File: config.mk
export PLATFORM = sky130hd
export DESIGN_NAME = pulse_frame_rx_flat
export DESIGN_NICKNAME = d
export VERILOG_FILES = /design/src/rtl/pulse_frame_rx_if.sv /design/src/rtl/pulse_frame_rx.sv /design/src/flat_wrapper.sv
export SDC_FILE = /design/constraint.sdc
export NUM_CORES = 1
export LEC_CHECK = 0
export ABC_AREA = 1
export CAP_MARGIN = 20
export CORE_ASPECT_RATIO = 2
export CORE_UTILIZATION = 38
export CTS_CLUSTER_SIZE = 10
export DETAILED_ROUTE_END_ITERATION = 8
export GPL_TIMING_DRIVEN = 0
export PLACE_DENSITY = 0.63
export SYNTH_ARGS = -nofsm -noshare
export SYNTH_HDL_FRONTEND = slang
export SYNTH_SLANG_ARGS = --single-unit
File: constraint.sdc
create_clock -name clk -period 2.7 [get_ports clk]
set_input_delay 0.405 -clock clk [delete_from_list [all_inputs] [get_ports clk]]
set_output_delay 0.405 -clock clk [all_outputs]
set_load 0.01 [all_outputs]
File: src/rtl/pulse_frame_rx_if.sv
// Frame output bus of the pulse-width frame receiver: held frame, status and ack.
// The receiver drives it through the master modport; the consumer uses the slave modport.
interface pulse_frame_rx_if #(
    parameter int WIDTH = 8,
    parameter int DEPTH = 4
);
    localparam int CW = $clog2(DEPTH + 1);

    logic                     frame_ack;
    logic [DEPTH*WIDTH-1:0]   frame_data;
    logic [CW-1:0]            frame_count;
    logic                     frame_valid;
    logic [1:0]               frame_err;
    logic                     frame_drop;

    modport master (
        input  frame_ack,
        output frame_data, frame_count, frame_valid, frame_err, frame_drop
    );

    modport slave (
        output frame_ack,
        input  frame_data, frame_count, frame_valid, frame_err, frame_drop
    );
endinterface

File: src/rtl/pulse_frame_rx.sv
// Pulse-width frame receiver: measures high pulses on a serial line, groups them
// into frames separated by long low gaps, and hands frames out via valid/ack.
module pulse_frame_rx #(
    parameter int WIDTH     = 8,
    parameter int DEPTH     = 4,
    parameter int THRESHOLD = 8,
    parameter int CW        = $clog2(DEPTH + 1)
) (
    input  logic              clk,
    input  logic              rst,
    input  logic              in,
    pulse_frame_rx_if.master  fr,
    output logic              busy
);
    typedef enum logic {IDLE, RX} state_t;

    localparam logic [WIDTH-1:0] CNT_MAX = '1;
    localparam logic [WIDTH-1:0] THR     = WIDTH'(THRESHOLD);
    localparam logic [CW-1:0]    FULL    = CW'(DEPTH);

    state_t                 state, state_next;
    logic                   prev;
    logic [WIDTH-1:0]       cnt;
    logic [DEPTH*WIDTH-1:0] cap_data;
    logic [CW-1:0]          cap_count;
    logic                   cap_ovf, cap_sat;
    logic                   rise, fall, start, store, done;

    assign rise = in & ~prev;
    assign fall = ~in & prev;

    always_ff @(posedge clk) begin
        if (rst) state <= IDLE;
        else     state <= state_next;
    end

    // prev resets high so a line already high at reset release is never taken as a rise
    always_comb begin
        state_next = state;
        start      = 1'b0;
        store      = 1'b0;
        done       = 1'b0;
        case (state)
            IDLE: begin
                if (rise) begin
                    state_next = RX;
                    start      = 1'b1;
                end
            end
            RX: begin
                if (fall) store = 1'b1;
                if (!prev && !in && cnt == THR) begin
                    done       = 1'b1;
                    state_next = IDLE;
                end
            end
            default: state_next = IDLE;
        endcase
    end

    always_ff @(posedge clk) begin
        if (rst) begin
            prev <= 1'b1;
            cnt  <= '0;
        end else begin
            prev <= in;
            if (rise || fall)        cnt <= WIDTH'(1);
            else if (cnt != CNT_MAX) cnt <= cnt + WIDTH'(1);
        end
    end

    // On a fall, cnt holds the width of the high run that just ended
    always_ff @(posedge clk) begin
        if (rst || start) begin
            cap_data  <= '0;
            cap_count <= '0;
            cap_ovf   <= 1'b0;
            cap_sat   <= 1'b0;
        end else if (store) begin
            if (cap_count < FULL) begin
                for (int unsigned k = 0; k < DEPTH; k++) begin
                    if (cap_count == CW'(k)) cap_data[k*WIDTH +: WIDTH] <= cnt;
                end
                cap_count <= cap_count + CW'(1);
            end else begin
                cap_ovf <= 1'b1;
            end
            if (cnt == CNT_MAX) cap_sat <= 1'b1;
        end
    end

    // A commit coinciding with ack replaces the held frame instead of clearing valid
    always_ff @(posedge clk) begin
        if (rst) begin
            fr.frame_data  <= '0;
            fr.frame_count <= '0;
            fr.frame_valid <= 1'b0;
            fr.frame_err   <= '0;
            fr.frame_drop  <= 1'b0;
            busy           <= 1'b0;
        end else begin
            fr.frame_drop <= 1'b0;
            busy          <= (state_next == RX);
            if (done) begin
                if (!fr.frame_valid || fr.frame_ack) begin
                    fr.frame_data  <= cap_data;
                    fr.frame_count <= cap_count;
                    fr.frame_err   <= {cap_sat, cap_ovf};
                    fr.frame_valid <= 1'b1;
                end else begin
                    fr.frame_drop <= 1'b1;
                end
            end else if (fr.frame_valid && fr.frame_ack) begin
                fr.frame_valid <= 1'b0;
            end
        end
    end
endmodule

File: src/flat_wrapper.sv
// flat-port wrapper written by rule: the top's interface ports become plain ports
module pulse_frame_rx_flat 
#(
    parameter int WIDTH     = 8,
    parameter int DEPTH     = 4,
    parameter int THRESHOLD = 8,
    parameter int CW        = $clog2(DEPTH + 1)
)
  (clk, rst, in, busy, fr_frame_ack, fr_frame_data, fr_frame_count, fr_frame_valid, fr_frame_err, fr_frame_drop);
  pulse_frame_rx_if #(.WIDTH(WIDTH), .DEPTH(DEPTH)) fr_i ();
  input  logic clk;
  input  logic rst;
  input  logic in;
  output logic busy;
  input wire logic [$bits(fr_i.frame_ack)-1:0] fr_frame_ack;
  output wire logic [$bits(fr_i.frame_data)-1:0] fr_frame_data;
  output wire logic [$bits(fr_i.frame_count)-1:0] fr_frame_count;
  output wire logic [$bits(fr_i.frame_valid)-1:0] fr_frame_valid;
  output wire logic [$bits(fr_i.frame_err)-1:0] fr_frame_err;
  output wire logic [$bits(fr_i.frame_drop)-1:0] fr_frame_drop;
  assign fr_i.frame_ack = fr_frame_ack;
  assign fr_frame_data = fr_i.frame_data;
  assign fr_frame_count = fr_i.frame_count;
  assign fr_frame_valid = fr_i.frame_valid;
  assign fr_frame_err = fr_i.frame_err;
  assign fr_frame_drop = fr_i.frame_drop;
  pulse_frame_rx #(.WIDTH(WIDTH), .DEPTH(DEPTH), .THRESHOLD(THRESHOLD), .CW(CW)) u_core (.clk(clk), .rst(rst), .in(in), .fr(fr_i), .busy(busy));
endmodule
==> results.json <==
{
  "status": "finished clean",
  "htree_num_levels": 3,
  "postRouteWirelength_mm": 8.778,
  "seq_area_frac_synth_pct": 44.76,
  "synthCells": 539,
  "report.final.setup_viol": 0,
  "final.setup.tns_ns": 0,
  "dp_slack_ns": 0.4297,
  "timing.fmax_mhz": 528.6,
  "number_of_buffers_created_by_cts": 9,
  "global_route.usage.total_pct": 18.46,
  "critical_path.endpoint_type": "flip-flop",
  "synth_cell_types": 24,
  "detail_route.vias_per_cell": 4.499,
  "synth.ff_latch_count": 86,
  "diodes": 0,
  "pin_count_of_the_biggest_net_entering_global_routing": 14,
  "ys_warns": 0,
  "areaGrowthSynthToFinish_pct": 23.36,
  "finish.instance_area_um2": 4745,
  "tritoncts": "built",
  "num_io_pins": 44,
  "synth_area_um2": 3846,
  "design.die.area_um2": 10550,
  "initial_utilization_pct": 39.40,
  "cts_setup_buffers": 0,
  "post_cts_hold_buffer_count": 0,
  "worst-r2r-setup-slack_ns": 0.81,
  "post-route-worst-setup-slack_ns": 0.8083,
  "crit_path_max_fo": 10,
  "timing.final.crit_period_ns": 1.892,
  "cts_root_buf": "clkbuf_16",
  "synthesized_area_per_cell_um2": 7.136,
  "placed_cell_area_um2": 4442,
  "worst_hold_startpoint": "u_core.cap_sat",
  "overflow": 0,
  "floorplan.core_area_um2": 9763,
  "setup.worst_path.start_class": "primary input",
  "globalplace.congestion": 0.8584,
  "number_of_input_and_output_port_buffers_inserted": 43,
  "final_min_period_over_clock_period_pct": 70.06,
  "tightestPinTransition_ns": 0.5239,
  "rows": 51,
  "wl_per_cell_um": 12.06,
  "clk_latency_ns": 0.34,
  "layout-drive-gt1-share_pct": 6.040,
  "path_clk_slew_ns": 0.06,
  "post_cts.resized_instances": 0,
  "grt_first_pass_wirelength_mm": 14.70,
  "clock_tree_sinks": 86,
  "layout.cells.most_common": "inv_1",
  "hp-class": "flip-flop to flip-flop",
  "crit_arrival_ns": 2.15,
  "vdd.ir_drop.worst_mv": 0.3141,
  "mappedNetlistNets": 553,
  "setup_crit_start": "in",
  "timing.final.max_slew_violations": 0,
  "drt_drc_violations_left": 0,
  "mostFrequentLayoutCells": "130 x inv_1, 101 x nand2_1, 86 x dfxtp_1",
  "power_density_nw_per_um2": 561.6,
  "1st_iter_drt_viols": 143,
  "clockBufferDepth": 2,
  "slew_headroom_pct": 65.07,
  "fin_worst_hold_slack_ns": 0.4582,
  "die_height_um": 144.3,
  "detailedRoute.firstPassIterationCount": 5,
  "unrepaired_setup_endpoints_after_global_routing": "false",
  "path_class": "primary input to flip-flop",
  "die_w_um": 73.14,
  "hold_violations": 0,
  "grt_pass1_vias": 3230,
  "worst_ep_required_time_ns": 2.96,
  "maxCapViolations": 0,
  "power.static_leakage_uw": 0.001929,
  "hpwl_mm": 6.852,
  "layout.nets": 607,
  "postRouteAntennaNets": 0,
  "antenna_found_initial": 0,
  "dr_total_vias": 3275,
  "r2r_start": "u_core.cnt[0]",
  "finClkSkew_ns": 0.006449
}
power by group:
group          internal [µW]  switching, µW
combinational           28.1           61.0
clock                    800            489
sequential              1280           8.49
kinds of logic after synthesis:
kind of cell | synth area share [%]
flip-flops | 44.76
buffers and inverters | 16.30
adder cells (fa/ha/maj) | 3.253
AO/OA/AOI/OAI | 8.653
XOR/XNOR | 0.2278
AND/OR/NAND/NOR | 26.81
per-layer routing:
metal	share of wire (%)	wire length [µm]	up-vias	global-route usage, %
met5	0	0	-	0
met1	37	3240	1448	17.86
met3	2.8	247	20	2.509
met2	57	4992	54	35.82
met4	3.4	297	0	10.32
li1	-	-	1753	-
metrics by stage:
| stage | utilization, % | cells | total power (µW) |
|---|---|---|---|
| global route | 48.60 | 728 | 2735 |
| CTS | 48.60 | 728 | 2683 |
| global placement | 45.50 | 714 | 1403 |
| finish | 48.60 | 728 | 2664 |
| detailed placement | 45.50 | 714 | 1404 |
| floorplan | - | 539 | 1372 |
critical path, stage by stage:
cell             delay [ns]
clkdlybuf4s50_1        0.49
inv_1                  0.08
ha_1                   0.20
nand2_2                0.13
inv_1                  0.10
nand2_1                0.23
buf_2                  0.29
nor2_1                 0.06
a211oi_1               0.16
synthesized netlist by cell type:
cell type	count	area, µm²
buf_1	5	18.77
a31oi_1	2	12.51
nand3_1	7	35.03
nor3_1	2	10.01
buf_4	5	37.54
nor2_1	81	304.0
dfxtp_1	86	1722
ha_1	10	125.1
nand2_1	101	379.1
nor2_2	3	18.77
nand2_2	1	6.260
o211ai_1	1	7.510
xor2_1	1	8.760
a21oi_1	10	50.05
buf_6	1	11.26
inv_1	130	488.0
nand4_1	38	237.7
nand3_4	1	17.52
o21ai_0	3	15.01
a211oi_1	33	247.7
clkbuf_1	6	22.52
buf_2	9	45.04
nor2_4	2	22.52
inv_2	1	3.750
state kept, by name, indices dropped and copies added (netlist names):
register / flops
u_core.cap_count: 3
u_core.fr.frame_count: 3
u_core.busy: 1
u_core.fr.frame_drop: 1
u_core.fr.frame_valid: 1
u_core.fr.frame_err: 2
u_core.prev: 1
u_core.cap_ovf: 1
u_core.cap_sat: 1
u_core.fr.frame_data: 32
u_core.cap_data: 32
u_core.cnt: 8
cell type report:
class	instances	area [µm²]
Fill cell	1004	5019
Sequential cell	86	1722
Multi-Input combinational cell	296	1498
Inverter	131	491.7
Timing Repair Buffer	43	430.4
Clock buffer	10	229.0
Tap cell	132	165.2
Buffer	26	135.1
Clock inverter	4	73.82
path summary, 6_finish.rpt:
path,depth (start not counted),endpoint
setup / recovery,9,u_core.cap_data[31]
hold reg to reg,2,u_core.cap_sat
hold / removal,2,u_core.cap_sat
setup reg to reg,8,u_core.fr.frame_data[21]
Note: power is estimated with default switching activity, not from simulation.
